File: config.mk
export PLATFORM = sky130hd
export DESIGN_NAME = lsu_axi_port_flat
export DESIGN_NICKNAME = d
export VERILOG_FILES = /design/src/rtl/lsu_axi_port_if.sv /design/src/rtl/lsu_axi_port.sv /design/src/flat_wrapper.sv
export SDC_FILE = /design/constraint.sdc
export NUM_CORES = 1
export LEC_CHECK = 0
export CORE_AREA = 2 2 138 140
export CTS_CLUSTER_DIAMETER = 80
export DETAILED_ROUTE_END_ITERATION = 6
export DIE_AREA = 0 0 140 142
export PLACE_DENSITY = 0.79
export SETUP_SLACK_MARGIN = 0.4
export SLEW_MARGIN = 20
export SYNTH_ARGS = -nofsm -noshare
export SYNTH_HDL_FRONTEND = slang
export SYNTH_SLANG_ARGS = --single-unit
File: constraint.sdc
create_clock -name clk -period 2.4 [get_ports clk]
set_input_delay 0.24 -clock clk [delete_from_list [all_inputs] [get_ports clk]]
set_output_delay 0.24 -clock clk [all_outputs]
set_load 0.01 [all_outputs]
File: src/rtl/lsu_axi_port_if.sv
// AXI4 single-beat channel bundle between the load/store unit (master) and memory (slave).
interface lsu_axi_port_if #(
  parameter int DataW  = 64,
  parameter int AxiIdW = 4
);
  logic [AxiIdW-1:0]  axi_awid;
  logic [31:0]        axi_awaddr;
  logic [2:0]         axi_awsize;
  logic               axi_awvalid;
  logic               axi_awready;
  logic [DataW-1:0]   axi_wdata;
  logic [DataW/8-1:0] axi_wstrb;
  logic               axi_wlast;
  logic               axi_wvalid;
  logic               axi_wready;
  logic [AxiIdW-1:0]  axi_bid;
  logic [1:0]         axi_bresp;
  logic               axi_bvalid;
  logic               axi_bready;
  logic [AxiIdW-1:0]  axi_arid;
  logic [31:0]        axi_araddr;
  logic [2:0]         axi_arsize;
  logic               axi_arvalid;
  logic               axi_arready;
  logic [AxiIdW-1:0]  axi_rid;
  logic [DataW-1:0]   axi_rdata;
  logic [1:0]         axi_rresp;
  logic               axi_rlast;
  logic               axi_rvalid;
  logic               axi_rready;

  modport master (
    output axi_awid, axi_awaddr, axi_awsize, axi_awvalid, input axi_awready,
    output axi_wdata, axi_wstrb, axi_wlast, axi_wvalid, input axi_wready,
    input  axi_bid, axi_bresp, axi_bvalid, output axi_bready,
    output axi_arid, axi_araddr, axi_arsize, axi_arvalid, input axi_arready,
    input  axi_rid, axi_rdata, axi_rresp, axi_rlast, axi_rvalid, output axi_rready
  );

  modport slave (
    input  axi_awid, axi_awaddr, axi_awsize, axi_awvalid, output axi_awready,
    input  axi_wdata, axi_wstrb, axi_wlast, axi_wvalid, output axi_wready,
    output axi_bid, axi_bresp, axi_bvalid, input axi_bready,
    input  axi_arid, axi_araddr, axi_arsize, axi_arvalid, output axi_arready,
    output axi_rid, axi_rdata, axi_rresp, axi_rlast, axi_rvalid, input axi_rready
  );
endinterface

File: src/rtl/lsu_axi_port.sv
// Single-outstanding load/store port: one request at a time becomes one single-beat AXI
// read or write, with a registered one-cycle completion pulse.
module lsu_axi_port #(
  parameter int DataW  = 64,
  parameter int AxiIdW = 4,
  localparam int OffW  = $clog2(DataW / 8),
  localparam int StrbW = DataW / 8
) (
  input  logic        clk,
  input  logic        rst,
  input  logic        req_valid,
  output logic        req_ready,
  input  logic        req_store,
  input  logic        req_unsigned,
  input  logic [1:0]  req_size,
  input  logic [31:0] req_addr,
  input  logic [31:0] req_wdata,
  input  logic [4:0]  req_rd,
  output logic        resp_valid,
  output logic        resp_wen,
  output logic [4:0]  resp_rd,
  output logic [31:0] resp_data,
  output logic        resp_err,
  output logic        resp_misalign,
  output logic [2:0]  state_o,
  lsu_axi_port_if.master axi
);
  // Handshakes: a transfer happens on a rising edge where valid & ready are both 1;
  // a raised valid never drops and its payload never changes until that edge.
  typedef enum logic [2:0] {S_IDLE, S_AR, S_R, S_AWW, S_B, S_FLT} state_e;

  state_e            state_q, state_d;
  logic [AxiIdW-1:0] id_q, id_d, tid_q;
  logic              aw_pend_q, aw_pend_d, w_pend_q, w_pend_d;
  logic              unsigned_q;
  logic [1:0]        size_q;
  logic [31:0]       addr_q, wdata_q;
  logic [4:0]        rd_q;
  logic              lat_load;
  logic              misal, bus_err;
  logic [31:0]       lane, load_ext;
  logic [DataW-1:0]  wdata_rep;
  logic [StrbW-1:0]  strb_base;
  logic              resp_valid_d, resp_wen_d, resp_err_d, resp_mis_d;
  logic [31:0]       resp_data_d;
  logic              arvalid, rready, bready;
  logic              unused_sig;

  assign misal = (req_size == 2'd3) || (req_size == 2'd1 && req_addr[0]) ||
                 (req_size == 2'd2 && req_addr[1:0] != 2'b00);

  // Selected lane is shifted down to bit 0, then sized and extended.
  assign lane = 32'(axi.axi_rdata >> {addr_q[OffW-1:0], 3'b000});
  always_comb begin
    case (size_q)
      2'd0:    load_ext = {{24{~unsigned_q & lane[7]}}, lane[7:0]};
      2'd1:    load_ext = {{16{~unsigned_q & lane[15]}}, lane[15:0]};
      default: load_ext = lane;
    endcase
  end

  always_comb begin
    case (size_q)
      2'd0:    begin wdata_rep = {(DataW/8){wdata_q[7:0]}};   strb_base = StrbW'(4'h1); end
      2'd1:    begin wdata_rep = {(DataW/16){wdata_q[15:0]}}; strb_base = StrbW'(4'h3); end
      default: begin wdata_rep = {(DataW/32){wdata_q}};       strb_base = StrbW'(4'hF); end
    endcase
  end

  always_comb begin
    state_d      = state_q;
    id_d         = id_q;
    aw_pend_d    = aw_pend_q;
    w_pend_d     = w_pend_q;
    lat_load     = 1'b0;
    req_ready    = 1'b0;
    arvalid      = 1'b0;
    rready       = 1'b0;
    bready       = 1'b0;
    bus_err      = 1'b0;
    resp_valid_d = 1'b0;
    resp_wen_d   = 1'b0;
    resp_err_d   = 1'b0;
    resp_mis_d   = 1'b0;
    resp_data_d  = '0;
    case (state_q)
      S_IDLE: begin
        req_ready = 1'b1;
        if (req_valid) begin
          lat_load = 1'b1;
          if (misal) begin
            state_d = S_FLT;
          end else if (req_store) begin
            state_d   = S_AWW;
            aw_pend_d = 1'b1;
            w_pend_d  = 1'b1;
            id_d      = id_q + 1'b1;
          end else begin
            state_d = S_AR;
            id_d    = id_q + 1'b1;
          end
        end
      end
      S_AR: begin
        arvalid = 1'b1;
        if (axi.axi_arready) state_d = S_R;
      end
      S_R: begin
        rready = 1'b1;
        if (axi.axi_rvalid) begin
          bus_err      = axi.axi_rresp[1] || (axi.axi_rid != tid_q);
          resp_valid_d = 1'b1;
          resp_err_d   = bus_err;
          resp_wen_d   = ~bus_err;
          resp_data_d  = bus_err ? 32'h0 : load_ext;
          state_d      = S_IDLE;
        end
      end
      S_AWW: begin
        if (aw_pend_q && axi.axi_awready) aw_pend_d = 1'b0;
        if (w_pend_q && axi.axi_wready)   w_pend_d  = 1'b0;
        if (!aw_pend_d && !w_pend_d)      state_d   = S_B;
      end
      S_B: begin
        bready = 1'b1;
        if (axi.axi_bvalid) begin
          resp_valid_d = 1'b1;
          resp_err_d   = axi.axi_bresp[1] || (axi.axi_bid != tid_q);
          state_d      = S_IDLE;
        end
      end
      S_FLT: begin
        resp_valid_d = 1'b1;
        resp_mis_d   = 1'b1;
        state_d      = S_IDLE;
      end
      default: state_d = S_IDLE;
    endcase
  end

  always_ff @(posedge clk) begin
    if (rst) begin
      state_q       <= S_IDLE;
      id_q          <= '0;
      tid_q         <= '0;
      aw_pend_q     <= 1'b0;
      w_pend_q      <= 1'b0;
      unsigned_q    <= 1'b0;
      size_q        <= 2'd0;
      addr_q        <= '0;
      wdata_q       <= '0;
      rd_q          <= '0;
      resp_valid    <= 1'b0;
      resp_wen      <= 1'b0;
      resp_rd       <= '0;
      resp_data     <= '0;
      resp_err      <= 1'b0;
      resp_misalign <= 1'b0;
    end else begin
      state_q       <= state_d;
      id_q          <= id_d;
      aw_pend_q     <= aw_pend_d;
      w_pend_q      <= w_pend_d;
      if (lat_load) begin
        tid_q      <= id_q;
        unsigned_q <= req_unsigned;
        size_q     <= req_size;
        addr_q     <= req_addr;
        wdata_q    <= req_wdata;
        rd_q       <= req_rd;
      end
      resp_valid    <= resp_valid_d;
      resp_wen      <= resp_wen_d;
      resp_rd       <= resp_valid_d ? rd_q : 5'd0;
      resp_data     <= resp_data_d;
      resp_err      <= resp_err_d;
      resp_misalign <= resp_mis_d;
    end
  end

  assign state_o         = state_q;
  assign axi.axi_awid    = tid_q;
  assign axi.axi_awaddr  = addr_q;
  assign axi.axi_awsize  = {1'b0, size_q};
  assign axi.axi_awvalid = aw_pend_q;
  assign axi.axi_wdata   = wdata_rep;
  assign axi.axi_wstrb   = strb_base << addr_q[OffW-1:0];
  assign axi.axi_wlast   = 1'b1;
  assign axi.axi_wvalid  = w_pend_q;
  assign axi.axi_bready  = bready;
  assign axi.axi_arid    = tid_q;
  assign axi.axi_araddr  = addr_q;
  assign axi.axi_arsize  = {1'b0, size_q};
  assign axi.axi_arvalid = arvalid;
  assign axi.axi_rready  = rready;

  assign unused_sig = ^{axi.axi_rlast, axi.axi_rresp[0], axi.axi_bresp[0]};
endmodule

File: src/flat_wrapper.sv
// flat-port wrapper written by rule: the top's interface ports become plain ports
module lsu_axi_port_flat 
#(
  parameter int DataW  = 64,
  parameter int AxiIdW = 4,
  localparam int OffW  = $clog2(DataW / 8),
  localparam int StrbW = DataW / 8
)
  (clk, rst, req_valid, req_ready, req_store, req_unsigned, req_size, req_addr, req_wdata, req_rd, resp_valid, resp_wen, resp_rd, resp_data, resp_err, resp_misalign, state_o, axi_axi_awid, axi_axi_awaddr, axi_axi_awsize, axi_axi_awvalid, axi_axi_awready, axi_axi_wdata, axi_axi_wstrb, axi_axi_wlast, axi_axi_wvalid, axi_axi_wready, axi_axi_bid, axi_axi_bresp, axi_axi_bvalid, axi_axi_bready, axi_axi_arid, axi_axi_araddr, axi_axi_arsize, axi_axi_arvalid, axi_axi_arready, axi_axi_rid, axi_axi_rdata, axi_axi_rresp, axi_axi_rlast, axi_axi_rvalid, axi_axi_rready);
  lsu_axi_port_if #(.DataW(DataW), .AxiIdW(AxiIdW)) axi_i ();
  input  logic clk;
  input  logic rst;
  input  logic req_valid;
  output logic req_ready;
  input  logic req_store;
  input  logic req_unsigned;
  input  logic [1:0] req_size;
  input  logic [31:0] req_addr;
  input  logic [31:0] req_wdata;
  input  logic [4:0] req_rd;
  output logic resp_valid;
  output logic resp_wen;
  output logic [4:0] resp_rd;
  output logic [31:0] resp_data;
  output logic resp_err;
  output logic resp_misalign;
  output logic [2:0] state_o;
  output wire logic [$bits(axi_i.axi_awid)-1:0] axi_axi_awid;
  output wire logic [$bits(axi_i.axi_awaddr)-1:0] axi_axi_awaddr;
  output wire logic [$bits(axi_i.axi_awsize)-1:0] axi_axi_awsize;
  output wire logic [$bits(axi_i.axi_awvalid)-1:0] axi_axi_awvalid;
  input wire logic [$bits(axi_i.axi_awready)-1:0] axi_axi_awready;
  output wire logic [$bits(axi_i.axi_wdata)-1:0] axi_axi_wdata;
  output wire logic [$bits(axi_i.axi_wstrb)-1:0] axi_axi_wstrb;
  output wire logic [$bits(axi_i.axi_wlast)-1:0] axi_axi_wlast;
  output wire logic [$bits(axi_i.axi_wvalid)-1:0] axi_axi_wvalid;
  input wire logic [$bits(axi_i.axi_wready)-1:0] axi_axi_wready;
  input wire logic [$bits(axi_i.axi_bid)-1:0] axi_axi_bid;
  input wire logic [$bits(axi_i.axi_bresp)-1:0] axi_axi_bresp;
  input wire logic [$bits(axi_i.axi_bvalid)-1:0] axi_axi_bvalid;
  output wire logic [$bits(axi_i.axi_bready)-1:0] axi_axi_bready;
  output wire logic [$bits(axi_i.axi_arid)-1:0] axi_axi_arid;
  output wire logic [$bits(axi_i.axi_araddr)-1:0] axi_axi_araddr;
  output wire logic [$bits(axi_i.axi_arsize)-1:0] axi_axi_arsize;
  output wire logic [$bits(axi_i.axi_arvalid)-1:0] axi_axi_arvalid;
  input wire logic [$bits(axi_i.axi_arready)-1:0] axi_axi_arready;
  input wire logic [$bits(axi_i.axi_rid)-1:0] axi_axi_rid;
  input wire logic [$bits(axi_i.axi_rdata)-1:0] axi_axi_rdata;
  input wire logic [$bits(axi_i.axi_rresp)-1:0] axi_axi_rresp;
  input wire logic [$bits(axi_i.axi_rlast)-1:0] axi_axi_rlast;
  input wire logic [$bits(axi_i.axi_rvalid)-1:0] axi_axi_rvalid;
  output wire logic [$bits(axi_i.axi_rready)-1:0] axi_axi_rready;
  assign axi_axi_awid = axi_i.axi_awid;
  assign axi_axi_awaddr = axi_i.axi_awaddr;
  assign axi_axi_awsize = axi_i.axi_awsize;
  assign axi_axi_awvalid = axi_i.axi_awvalid;
  assign axi_i.axi_awready = axi_axi_awready;
  assign axi_axi_wdata = axi_i.axi_wdata;
  assign axi_axi_wstrb = axi_i.axi_wstrb;
  assign axi_axi_wlast = axi_i.axi_wlast;
  assign axi_axi_wvalid = axi_i.axi_wvalid;
  assign axi_i.axi_wready = axi_axi_wready;
  assign axi_i.axi_bid = axi_axi_bid;
  assign axi_i.axi_bresp = axi_axi_bresp;
  assign axi_i.axi_bvalid = axi_axi_bvalid;
  assign axi_axi_bready = axi_i.axi_bready;
  assign axi_axi_arid = axi_i.axi_arid;
  assign axi_axi_araddr = axi_i.axi_araddr;
  assign axi_axi_arsize = axi_i.axi_arsize;
  assign axi_axi_arvalid = axi_i.axi_arvalid;
  assign axi_i.axi_arready = axi_axi_arready;
  assign axi_i.axi_rid = axi_axi_rid;
  assign axi_i.axi_rdata = axi_axi_rdata;
  assign axi_i.axi_rresp = axi_axi_rresp;
  assign axi_i.axi_rlast = axi_axi_rlast;
  assign axi_i.axi_rvalid = axi_axi_rvalid;
  assign axi_axi_rready = axi_i.axi_rready;
  lsu_axi_port #(.DataW(DataW), .AxiIdW(AxiIdW)) u_core (.clk(clk), .rst(rst), .req_valid(req_valid), .req_ready(req_ready), .req_store(req_store), .req_unsigned(req_unsigned), .req_size(req_size), .req_addr(req_addr), .req_wdata(req_wdata), .req_rd(req_rd), .resp_valid(resp_valid), .resp_wen(resp_wen), .resp_rd(resp_rd), .resp_data(resp_data), .resp_err(resp_err), .resp_misalign(resp_misalign), .state_o(state_o), .axi(axi_i));
endmodule
==> metrics.txt, run 1 <==
# TYPE chip_impl_metric gauge
chip_impl_metric{name="globalRoute.totalOverflow",unit=""} 0
chip_impl_metric{name="clk_pin_slew",unit="ns"} 0.06
chip_impl_metric{name="grt_start_max_net_pins",unit=""} 66
chip_impl_metric{name="setup-tns-final",unit="ns"} 0
chip_impl_info{name="dominantRegCellSynth",value="sky130_fd_sc_hd__dfxtp_1"} 1
chip_impl_info{name="synth_area_leader_cell",value="sky130_fd_sc_hd__dfxtp_1"} 1
chip_impl_info{name="main_combinational_cell_family_by_area_after_synthesis",value="simple AND/OR/NAND/NOR gates"} 1
chip_impl_metric{name="io_pins",unit=""} 359
chip_impl_metric{name="io_buffers",unit=""} 352
chip_impl_metric{name="detail_route.drc_violations",unit=""} 56
chip_impl_metric{name="post_layout_min_period",unit="ns"} 2.00
chip_impl_metric{name="die_width",unit="um"} 140
chip_impl_metric{name="period_share",unit="%"} 83.4
chip_impl_metric{name="synth.mux.area_fraction",unit="%"} 14.5
chip_impl_metric{name="worst_margin_pin_slew",unit="ns"} 0.549
chip_impl_metric{name="fp.dieArea",unit="mm2"} 0.0199
chip_impl_info{name="violations_in_the_final_reports",value="design-rule violations"} 1
chip_impl_metric{name="whs_path_depth",unit=""} 2
chip_impl_metric{name="grt.total_usage",unit="%"} 23.5
chip_impl_metric{name="avgSynthCellArea",unit="um2"} 8.13
chip_impl_info{name="ctsRootBufferMaster",value="sky130_fd_sc_hd__clkbuf_16"} 1
chip_impl_metric{name="ys.warnings.count",unit=""} 0
chip_impl_metric{name="pwr_density_cell",unit="mW/mm2"} 920
chip_impl_metric{name="cts_sinks",unit=""} 126
chip_impl_info{name="timing.critical_path.slowest_stage_cell",value="sky130_fd_sc_hd__mux4_2"} 1
chip_impl_metric{name="detail_route.iter0.violations",unit=""} 372
chip_impl_metric{name="leakagePower",unit="nW"} 4.15
chip_impl_metric{name="netlist.area_leader.share",unit="%"} 37.1
chip_impl_metric{name="synth.lib_cells_used.distinct",unit=""} 51
chip_impl_metric{name="synth_adder_area_share",unit="%"} 0.184
chip_impl_metric{name="floorplan.initialDensity",unit="%"} 36.8
chip_impl_metric{name="nets",unit=""} 1261
chip_impl_metric{name="fraction_of_the_mapped_netlist_area_in_compound_gates",unit="%"} 16.4
chip_impl_info{name="crit_path_end_kind",value="flop"} 1
chip_impl_info{name="tritoncts",value="built"} 1
chip_impl_info{name="critical_path.most_common_cell",value="sky130_fd_sc_hd__buf_4"} 1
chip_impl_info{name="hold_class",value="in -> reg"} 1
chip_impl_metric{name="dpl_wire_length",unit="um"} 17500
chip_impl_metric{name="avgRoutedWirePerCell",unit="um"} 18.0
chip_impl_metric{name="synth_edf_count",unit=""} 0
chip_impl_metric{name="max_freq",unit="MHz"} 500
chip_impl_metric{name="worst_r2r_path_depth",unit=""} 5
chip_impl_info{name="grt_setup_unrepaired",value="yes"} 1
chip_impl_metric{name="first_pass_grt_wire_length",unit="um"} 36500
chip_impl_metric{name="vdd_drop_max",unit="mV"} 0.526
chip_impl_metric{name="setup_ws",unit="ns"} 0.400
chip_impl_metric{name="post_synth_inst_count",unit=""} 836
chip_impl_metric{name="place.gp.congestion",unit=""} 0.887
chip_impl_info{name="dominant_cell_by_count_in_the_synthesized_netlist",value="sky130_fd_sc_hd__nand2_1"} 1
chip_impl_metric{name="place_worst_setup_slack",unit="ns"} 0.227
chip_impl_metric{name="route.detailed.vias_per_inst",unit=""} 5.11
chip_impl_metric{name="cts_buffer_depth",unit=""} 2
chip_impl_metric{name="detailroute.via_count",unit=""} 6902
chip_impl_metric{name="cp.required",unit="ns"} 2.69
chip_impl_metric{name="clock-skew-final",unit="ns"} 0.00679
chip_impl_metric{name="area_growth_syn_to_layout",unit="%"} 58.3
chip_impl_info{name="hold_path.startpoint",value="rst"} 1
chip_impl_metric{name="slew_headroom",unit="%"} 63.4
chip_impl_metric{name="setup-violations-final",unit=""} 0
chip_impl_metric{name="synth_seq_area_share",unit="%"} 37.1
chip_impl_metric{name="cts.hold.buffers_added",unit=""} 0
chip_impl_metric{name="slew_violations",unit=""} 0
chip_impl_metric{name="wirelength",unit="um"} 24300
chip_impl_metric{name="ys_seq_elements",unit=""} 126
chip_impl_metric{name="synth_xor_xnor_area_share",unit="%"} 1.03
chip_impl_metric{name="worst_path_largest_cell_delay",unit="ns"} 0.58
chip_impl_info{name="synth_area_leaders",value="sky130_fd_sc_hd__dfxtp_1 37%, sky130_fd_sc_hd__nand2_1 10%, sky130_fd_sc_hd__a21oi_1 9.7%"} 1
chip_impl_metric{name="worst_path_maximum_fanout",unit=""} 28
chip_impl_info{name="worst_r2r_src",value="u_core.axi.axi_araddr[0]$_SDFFE_PP0P_"} 1
chip_impl_metric{name="number_of_antenna_violations_at_the_first_check_in_global_routing",unit=""} 1
chip_impl_metric{name="post_synth_arst_share",unit="%"} 0
chip_impl_metric{name="fp.coreArea",unit="mm2"} 0.0185
chip_impl_info{name="criticalPathCategory",value="reg -> reg"} 1
chip_impl_info{name="hold_path_endpoint",value="u_core.rd_q[4]$_SDFFE_PP0P_"} 1
chip_impl_info{name="critical_path.cell_chain",value="buf_4 > buf_4 > mux4_2 > mux2i_1 > nor2_1"} 1
chip_impl_metric{name="via_count_of_the_first_global_routing_pass",unit=""} 6618
chip_impl_info{name="synth_top_cells_by_count",value="190 x sky130_fd_sc_hd__nand2_1, 132 x sky130_fd_sc_hd__a21oi_1, 126 x sky130_fd_sc_hd__dfxtp_1, 81 x sky130_fd_sc_hd__buf_4, 42 x sky130_fd_sc_hd__mux2i_1"} 1
chip_impl_metric{name="core.rowCount",unit=""} 50
chip_impl_info{name="worstSetupStartpointType",value="flop"} 1
chip_impl_info{name="r2r-end",value="u_core.resp_data[6]$_SDFF_PP0_"} 1
chip_impl_metric{name="mappedNetlistArea",unit="mm2"} 0.00680
chip_impl_metric{name="synth_simple_gate_area_share",unit="%"} 16.7
chip_impl_metric{name="antenna_violation_net_count_after_detailed_routing",unit=""} 0
chip_impl_metric{name="timing.final.hold_violations",unit=""} 0
chip_impl_metric{name="ratio_of_cells_with_drive_above_1_in_the_final_layout",unit="%"} 14.2
chip_impl_metric{name="dieHeight",unit="um"} 142
chip_impl_metric{name="worstSkewPairLatency",unit="ns"} 0.42
chip_impl_metric{name="reg2reg_setup_slack",unit="ns"} 0.40
chip_impl_metric{name="cts_max_level",unit=""} 4
chip_impl_metric{name="first_pass_iters",unit=""} 7
chip_impl_metric{name="numCtsBuffers",unit=""} 17
chip_impl_metric{name="max_cap_viol_count",unit=""} 0
chip_impl_info{name="outcome",value="finished, violations left"} 1
chip_impl_metric{name="cp_data_arrival_time",unit="ns"} 2.29
==> registers in the layout, summed over array words and instances (netlist names) <==
name / flops
u_core.resp_valid: 1
u_core.rd_q: 5
u_core.resp_data: 32
u_core.resp_misalign: 1
u_core.axi.axi_awvalid: 1
u_core.resp_rd: 5
u_core.size_q: 2
u_core.state_o: 3
u_core.wdata_q: 32
u_core.resp_err: 1
u_core.unsigned_q: 1
u_core.axi.axi_araddr: 32
u_core.axi.axi_wvalid: 1
u_core.resp_wen: 1
u_core.id_q: 4
u_core.axi.axi_arid: 4
==> worst max path at each step <==
| stage | from | endpoint | slack [ns] | cells after the start |
|---|---|---|---|---|
| 6_report | u_core.axi.axi_araddr[0]$_SDFFE_PP0P_ | u_core.resp_data[6]$_SDFF_PP0_ | 0.40 | 5 |
| 5_1_grt | u_core.size_q[1]$_SDFFE_PP0P_ | axi_axi_wdata[11] | 0.37 | 6 |
| 4_1_cts | u_core.size_q[1]$_SDFFE_PP0P_ | axi_axi_wdata[11] | 0.27 | 6 |
| 3_5_place_dp | axi_axi_rdata[55] | u_core.resp_data[16]$_SDFF_PP0_ | 0.23 | 7 |
| 3_3_place_gp | axi_axi_rdata[55] | u_core.resp_data[20]$_SDFF_PP0_ | 0.25 | 7 |
| 2_1_floorplan | u_core.axi.axi_araddr[0]$_SDFFE_PP0P_ | u_core.resp_data[21]$_SDFF_PP0_ | 0.41 | 7 |
==> where the power goes <==
part / switching (mW) / leakage (nW) / internal [mW]
logic: 2.26 / 2.83 / 2.26
registers: 0.351 / 1.03 / 2.43
clock network: 1.05 / 0.284 / 1.55
==> cells in the final DEF, fill, tap and decap left out, types with 4 or more instances in the layout <==
cell type / instances
sky130_fd_sc_hd__dfxtp_1: 117
sky130_fd_sc_hd__inv_6: 5
sky130_fd_sc_hd__dlygate4sd2_1: 38
sky130_fd_sc_hd__a21oi_2: 9
sky130_fd_sc_hd__a211o_1: 15
sky130_fd_sc_hd__mux2i_1: 42
sky130_fd_sc_hd__clkbuf_16: 18
sky130_fd_sc_hd__and2_1: 7
sky130_fd_sc_hd__buf_4: 24
sky130_fd_sc_hd__nor2b_1: 10
sky130_fd_sc_hd__o21ai_0: 4
sky130_fd_sc_hd__clkdlybuf4s50_1: 292
sky130_fd_sc_hd__buf_12: 5
sky130_fd_sc_hd__a21oi_1: 124
sky130_fd_sc_hd__inv_1: 16
sky130_fd_sc_hd__o22ai_1: 17
sky130_fd_sc_hd__mux2_2: 15
sky130_fd_sc_hd__buf_6: 13
sky130_fd_sc_hd__nand2_1: 190
sky130_fd_sc_hd__mux4_2: 16
sky130_fd_sc_hd__nor2_1: 30
sky130_fd_sc_hd__o21ai_1: 7
sky130_fd_sc_hd__xnor2_1: 5
sky130_fd_sc_hd__nor3_1: 4
sky130_fd_sc_hd__dfxtp_4: 7
sky130_fd_sc_hd__clkbuf_2: 12
==> worst max-delay path, delay by kind of cell (launching register included) <==
family	cells	cell delay [ns]
and+or+nand+nor	1	0.08
DFF	1	0.37
buffers and inverters	2	0.51
muxes	2	0.90
==> cells by family (layout without fill, tap and decap cells) <==
| family | after synthesis | after routing |
|---|---|---|
| compound gates | 193 | 193 |
| flops | 126 | 126 |
| mux | 76 | 76 |
| fa+ha+maj | 1 | 1 |
| buf+inv | 161 | 439 |
| other cells | 2 | 5 |
| simple gates | 269 | 269 |
| xor+xnor | 8 | 8 |
==> metal layers <==
metal / part of all wire (%) / vias up / GRT usage [%]
li1: - / 3292 / -
met1: 39 / 3223 / 27.3
met2: 51 / 341 / 42.0
met3: 7.8 / 46 / 5.32
met4: 3.0 / 0 / 9.73
met5: 0 / - / 0
==> metrics by stage <==
step | utilization [%] | hold WS [ns] | total power, mW | cell area, um2 | instances
2_1_floorplan | - | 0.376 | 5.39 | 6800 | 837
3_3_place_gp | 54.1 | 0.435 | 7.17 | 9980 | 1304
3_5_place_dp | 54.1 | 0.441 | 7.22 | 9980 | 1304
4_1_cts | 57.7 | 0.282 | 9.82 | 10700 | 1345
5_1_grt | 58.3 | 0.324 | 10.5 | 10800 | 1350
6_report | 58.3 | 0.289 | 9.89 | 10800 | 1351
==> final cells by class <==
class | count | area [um2]
inverters | 16 | 60.1
well taps | 234 | 293
multi-input cells | 550 | 3430
clock buffers | 18 | 429
fillers | 1643 | 7700
diodes | 2 | 5.00
flip-flops and latches | 126 | 2550
repair buffers | 391 | 3830
clock inverters | 14 | 158
==> repair_timing <==
| action | 4_1_cts | 5_1_grt |
|---|---|---|
| gates cloned | 0 | 1 |
| pin swaps | 0 | 1 |
| setup buffers | 9 | 3 |
| setup endpoints to repair | 64 | 45 |
| gates resized for setup | 114 | 54 |
Note: power is estimated with default switching activity, not from simulation.
==> run 2, diff against run 1 <==
- CORE_AREA: 2 2 138 140 -> 2 2 141 143
- DIE_AREA: 0 0 140 142 -> 0 0 143 145
- clock period: 2.4 -> 1.8 ns (I/O delays scaled with it)
==> metrics.txt, run 2 (synthesis gave the netlist of run 1 again) <==
# TYPE chip_impl_metric gauge
chip_impl_metric{name="route.detailed.vias_per_inst",unit=""} 5.44
chip_impl_metric{name="detail_route.iter0.violations",unit=""} 431
chip_impl_metric{name="setup-tns-final",unit="ns"} -1.43
chip_impl_metric{name="timing.final.hold_violations",unit=""} 0
chip_impl_info{name="layout.cells.most_common",value="sky130_fd_sc_hd__clkdlybuf4s50_1"} 1
chip_impl_metric{name="vdd_drop_max",unit="mV"} 0.801
chip_impl_metric{name="cell_internal_pwr",unit="mW"} 11.2
chip_impl_metric{name="dp_cells",unit=""} 1368
chip_impl_metric{name="avgRoutedWirePerCell",unit="um"} 22.8
chip_impl_metric{name="floorplan.initialDensity",unit="%"} 35.4
chip_impl_metric{name="grt_use_met3",unit="%"} 6.80
chip_impl_metric{name="worst_path_maximum_fanout",unit=""} 8
chip_impl_metric{name="place_worst_setup_slack",unit="ns"} -0.191
chip_impl_metric{name="io_buffers",unit=""} 352
chip_impl_metric{name="cp_data_arrival_time",unit="ns"} 1.70
chip_impl_metric{name="wirelength",unit="um"} 34200
chip_impl_metric{name="power.share.combinational",unit="%"} 59.5
chip_impl_metric{name="ratio_of_cells_with_drive_above_1_in_the_final_layout",unit="%"} 46.6
chip_impl_metric{name="worstSkewPairLatency",unit="ns"} 0.42
chip_impl_metric{name="setup_ws",unit="ns"} -0.0791
chip_impl_metric{name="worst_path_largest_cell_delay",unit="ns"} 0.39
chip_impl_metric{name="switchingPower",unit="mW"} 7.23
chip_impl_metric{name="layout.cells.non_filler",unit=""} 1503
chip_impl_info{name="crit_path_end_kind",value="primary output"} 1
chip_impl_metric{name="place.gp.congestion",unit=""} 0.947
chip_impl_metric{name="multi_input_area",unit="mm2"} 0.00474
chip_impl_metric{name="max_cap_viol_count",unit=""} 0
chip_impl_metric{name="proportion_of_power_drawn_by_the_clock_network",unit="%"} 19.4
chip_impl_metric{name="antenna_violation_net_count_after_detailed_routing",unit=""} 0
chip_impl_info{name="most_used_cells_in_the_layout_excluding_fill_and_tap_cells",value="153 x sky130_fd_sc_hd__clkdlybuf4s50_1, 101 x sky130_fd_sc_hd__buf_6, 97 x sky130_fd_sc_hd__dlymetal6s2s_1"} 1
chip_impl_metric{name="n_fill_cell",unit=""} 1204
chip_impl_metric{name="grt_start_max_net_pins",unit=""} 41
chip_impl_metric{name="dpl_wire_length",unit="um"} 18700
chip_impl_info{name="critical_path.cell_chain",value="buf_6 > nor2_4 > buf_12 > mux2_4 > buf_6"} 1
chip_impl_metric{name="post_layout_min_period",unit="ns"} 1.88
chip_impl_metric{name="post-route-cell-area",unit="mm2"} 0.0143
chip_impl_metric{name="setup-violations-final",unit=""} 43
chip_impl_metric{name="fp.dieArea",unit="mm2"} 0.0207
chip_impl_metric{name="use_met2",unit="%"} 50.1
chip_impl_metric{name="worst_margin_pin_slew",unit="ns"} 0.694
chip_impl_info{name="timing.critical_path.slowest_stage_cell",value="sky130_fd_sc_hd__dfxtp_4"} 1
chip_impl_metric{name="clk_pin_slew",unit="ns"} 0.06
chip_impl_info{name="critical_path.most_common_cell",value="sky130_fd_sc_hd__buf_6"} 1
chip_impl_metric{name="share_seq_of_total_power",unit="%"} 21.1
chip_impl_metric{name="via_count_of_the_first_global_routing_pass",unit=""} 7937
chip_impl_metric{name="cts_buffer_depth",unit=""} 2
chip_impl_info{name="criticalPathCategory",value="reg -> out"} 1
chip_impl_metric{name="clock-skew-final",unit="ns"} 0.0162
chip_impl_metric{name="cts_max_level",unit=""} 4
chip_impl_metric{name="leakagePower",unit="nW"} 7.41
chip_impl_metric{name="detail_route.drc_violations",unit=""} 0
chip_impl_metric{name="fp.coreArea",unit="mm2"} 0.0192
chip_impl_info{name="violations_in_the_final_reports",value="negative setup slack"} 1
chip_impl_metric{name="numCtsBuffers",unit=""} 17
chip_impl_metric{name="seq_area",unit="mm2"} 0.00259
chip_impl_metric{name="dieHeight",unit="um"} 145
chip_impl_info{name="outcome",value="finished, violations left"} 1
chip_impl_metric{name="first_pass_grt_wire_length",unit="um"} 44600
chip_impl_info{name="grt_setup_unrepaired",value="yes"} 1
chip_impl_metric{name="io_pins",unit=""} 359
chip_impl_metric{name="pwr_density_cell",unit="mW/mm2"} 1290
chip_impl_metric{name="first_pass_iters",unit=""} 6
chip_impl_metric{name="final_util",unit="%"} 74.2
chip_impl_metric{name="grtUsageMet1",unit="%"} 30.3
chip_impl_metric{name="grt.total_usage",unit="%"} 27.8
chip_impl_metric{name="nets",unit=""} 1383
chip_impl_info{name="tritoncts",value="built"} 1
chip_impl_info{name="worstSetupStartpointType",value="flop"} 1
chip_impl_info{name="grt_busiest_layer",value="met2"} 1
chip_impl_metric{name="slew_headroom",unit="%"} 53.8
chip_impl_metric{name="period_share",unit="%"} 104
chip_impl_info{name="ctsRootBufferMaster",value="sky130_fd_sc_hd__clkbuf_16"} 1
chip_impl_metric{name="placed_cell_area",unit="mm2"} 0.0105
chip_impl_metric{name="max_freq",unit="MHz"} 532
chip_impl_metric{name="swShare",unit="%"} 39.2
chip_impl_metric{name="slew_violations",unit=""} 0
chip_impl_metric{name="cts_sinks",unit=""} 126
chip_impl_metric{name="cts.hold.buffers_added",unit=""} 0
chip_impl_info{name="hold_class",value="in -> reg"} 1
chip_impl_metric{name="worst_r2r_path_depth",unit=""} 6
chip_impl_metric{name="core.rowCount",unit=""} 51
chip_impl_metric{name="globalRoute.totalOverflow",unit=""} 0
chip_impl_metric{name="detailroute.via_count",unit=""} 8183
chip_impl_metric{name="die_width",unit="um"} 143
chip_impl_metric{name="number_of_antenna_violations_at_the_first_check_in_global_routing",unit=""} 2
chip_impl_metric{name="whs_path_depth",unit=""} 2
chip_impl_metric{name="area_growth_syn_to_layout",unit="%"} 110
chip_impl_metric{name="cp.required",unit="ns"} 1.62
-- run 2: cell types whose count changed in the layout (fill, tap and decap cells not counted), moves of 32 or more --
cell and delta:
sky130_fd_sc_hd__buf_6 +88, sky130_fd_sc_hd__dlymetal6s2s_1 +96, sky130_fd_sc_hd__nand2_4 +73, sky130_fd_sc_hd__a21oi_1 -78
sky130_fd_sc_hd__clkdlybuf4s50_1 -139, sky130_fd_sc_hd__a21oi_2 +73, sky130_fd_sc_hd__buf_4 +32, sky130_fd_sc_hd__nand2_1 -94
-- run 2: routing by layer --
| layer | vias up | wire (um) | part of all wire, % |
|---|---|---|---|
| met4 | 2 | 2020 | 5.9 |
| met5 | - | 12 | 0.035 |
| met2 | 571 | 17500 | 51 |
| met3 | 153 | 2830 | 8.3 |
| li1 | 3561 | - | - |
| met1 | 3896 | 11900 | 35 |
-- run 2: final timing paths --
check / startpoint / to / slack (ns)
max: u_core.size_q[1]$_SDFFE_PP0P_ / axi_axi_wdata[44] / -0.08
min: rst / u_core.axi.axi_araddr[2]$_SDFFE_PP0P_ / 0.09
min reg2reg: u_core.wdata_q[24]$_SDFFE_PP0P_ / u_core.wdata_q[24]$_SDFFE_PP0P_ / 0.47
max reg2reg: u_core.axi.axi_araddr[0]$_SDFFE_PP0P_ / u_core.resp_data[21]$_SDFF_PP0_ / -0.07
-- run 2: final cells by class --
type / count / share of cell area, %
inverters: 16 / 0.421
clock inverters: 14 / 1.06
multi-input cells: 550 / 33.2
clock buffers: 18 / 3.16
flip-flops and latches: 126 / 18.2
diodes: 1 / 0.0176
repair buffers: 513 / 41.6
well taps: 265 / 2.33
-- run 2: power groups by stage --
stage	clock network [mW]	logic (mW)	registers [mW]
global route	3.72	11.4	3.93
CTS	3.59	8.52	3.69
global placement	0	6.29	3.74
floorplan	0	4.22	3.67
detailed placement	0	6.35	3.75
finish	3.58	11.0	3.89
-- run 2: repair_timing --
| action | CTS | global route |
|---|---|---|
| gates resized for setup | 462 | 460 |
| hold endpoints to repair | 0 | 0 |
| setup endpoints to repair | 315 | 294 |
| buffers inserted | 40 | 34 |
| gates cloned | 18 | 10 |
| pin swaps | 38 | 96 |
-- run 2: through the flow --
stage	total power [mW]	hold WS, ns
final	18.4	0.0890
after global routing	19.1	0.108
after CTS	15.8	0.0553
after detailed placement	10.1	0.443
after global placement	10.0	0.438
after floorplan	7.88	0.308
-- run 2: worst max-delay path, delay by kind of cell, from the launching register on --
kind / cells / cell delay [ns]
buffers and inverters: 3 / 0.42
DFF: 1 / 0.39
muxes: 1 / 0.35
and+or+nand+nor: 1 / 0.11
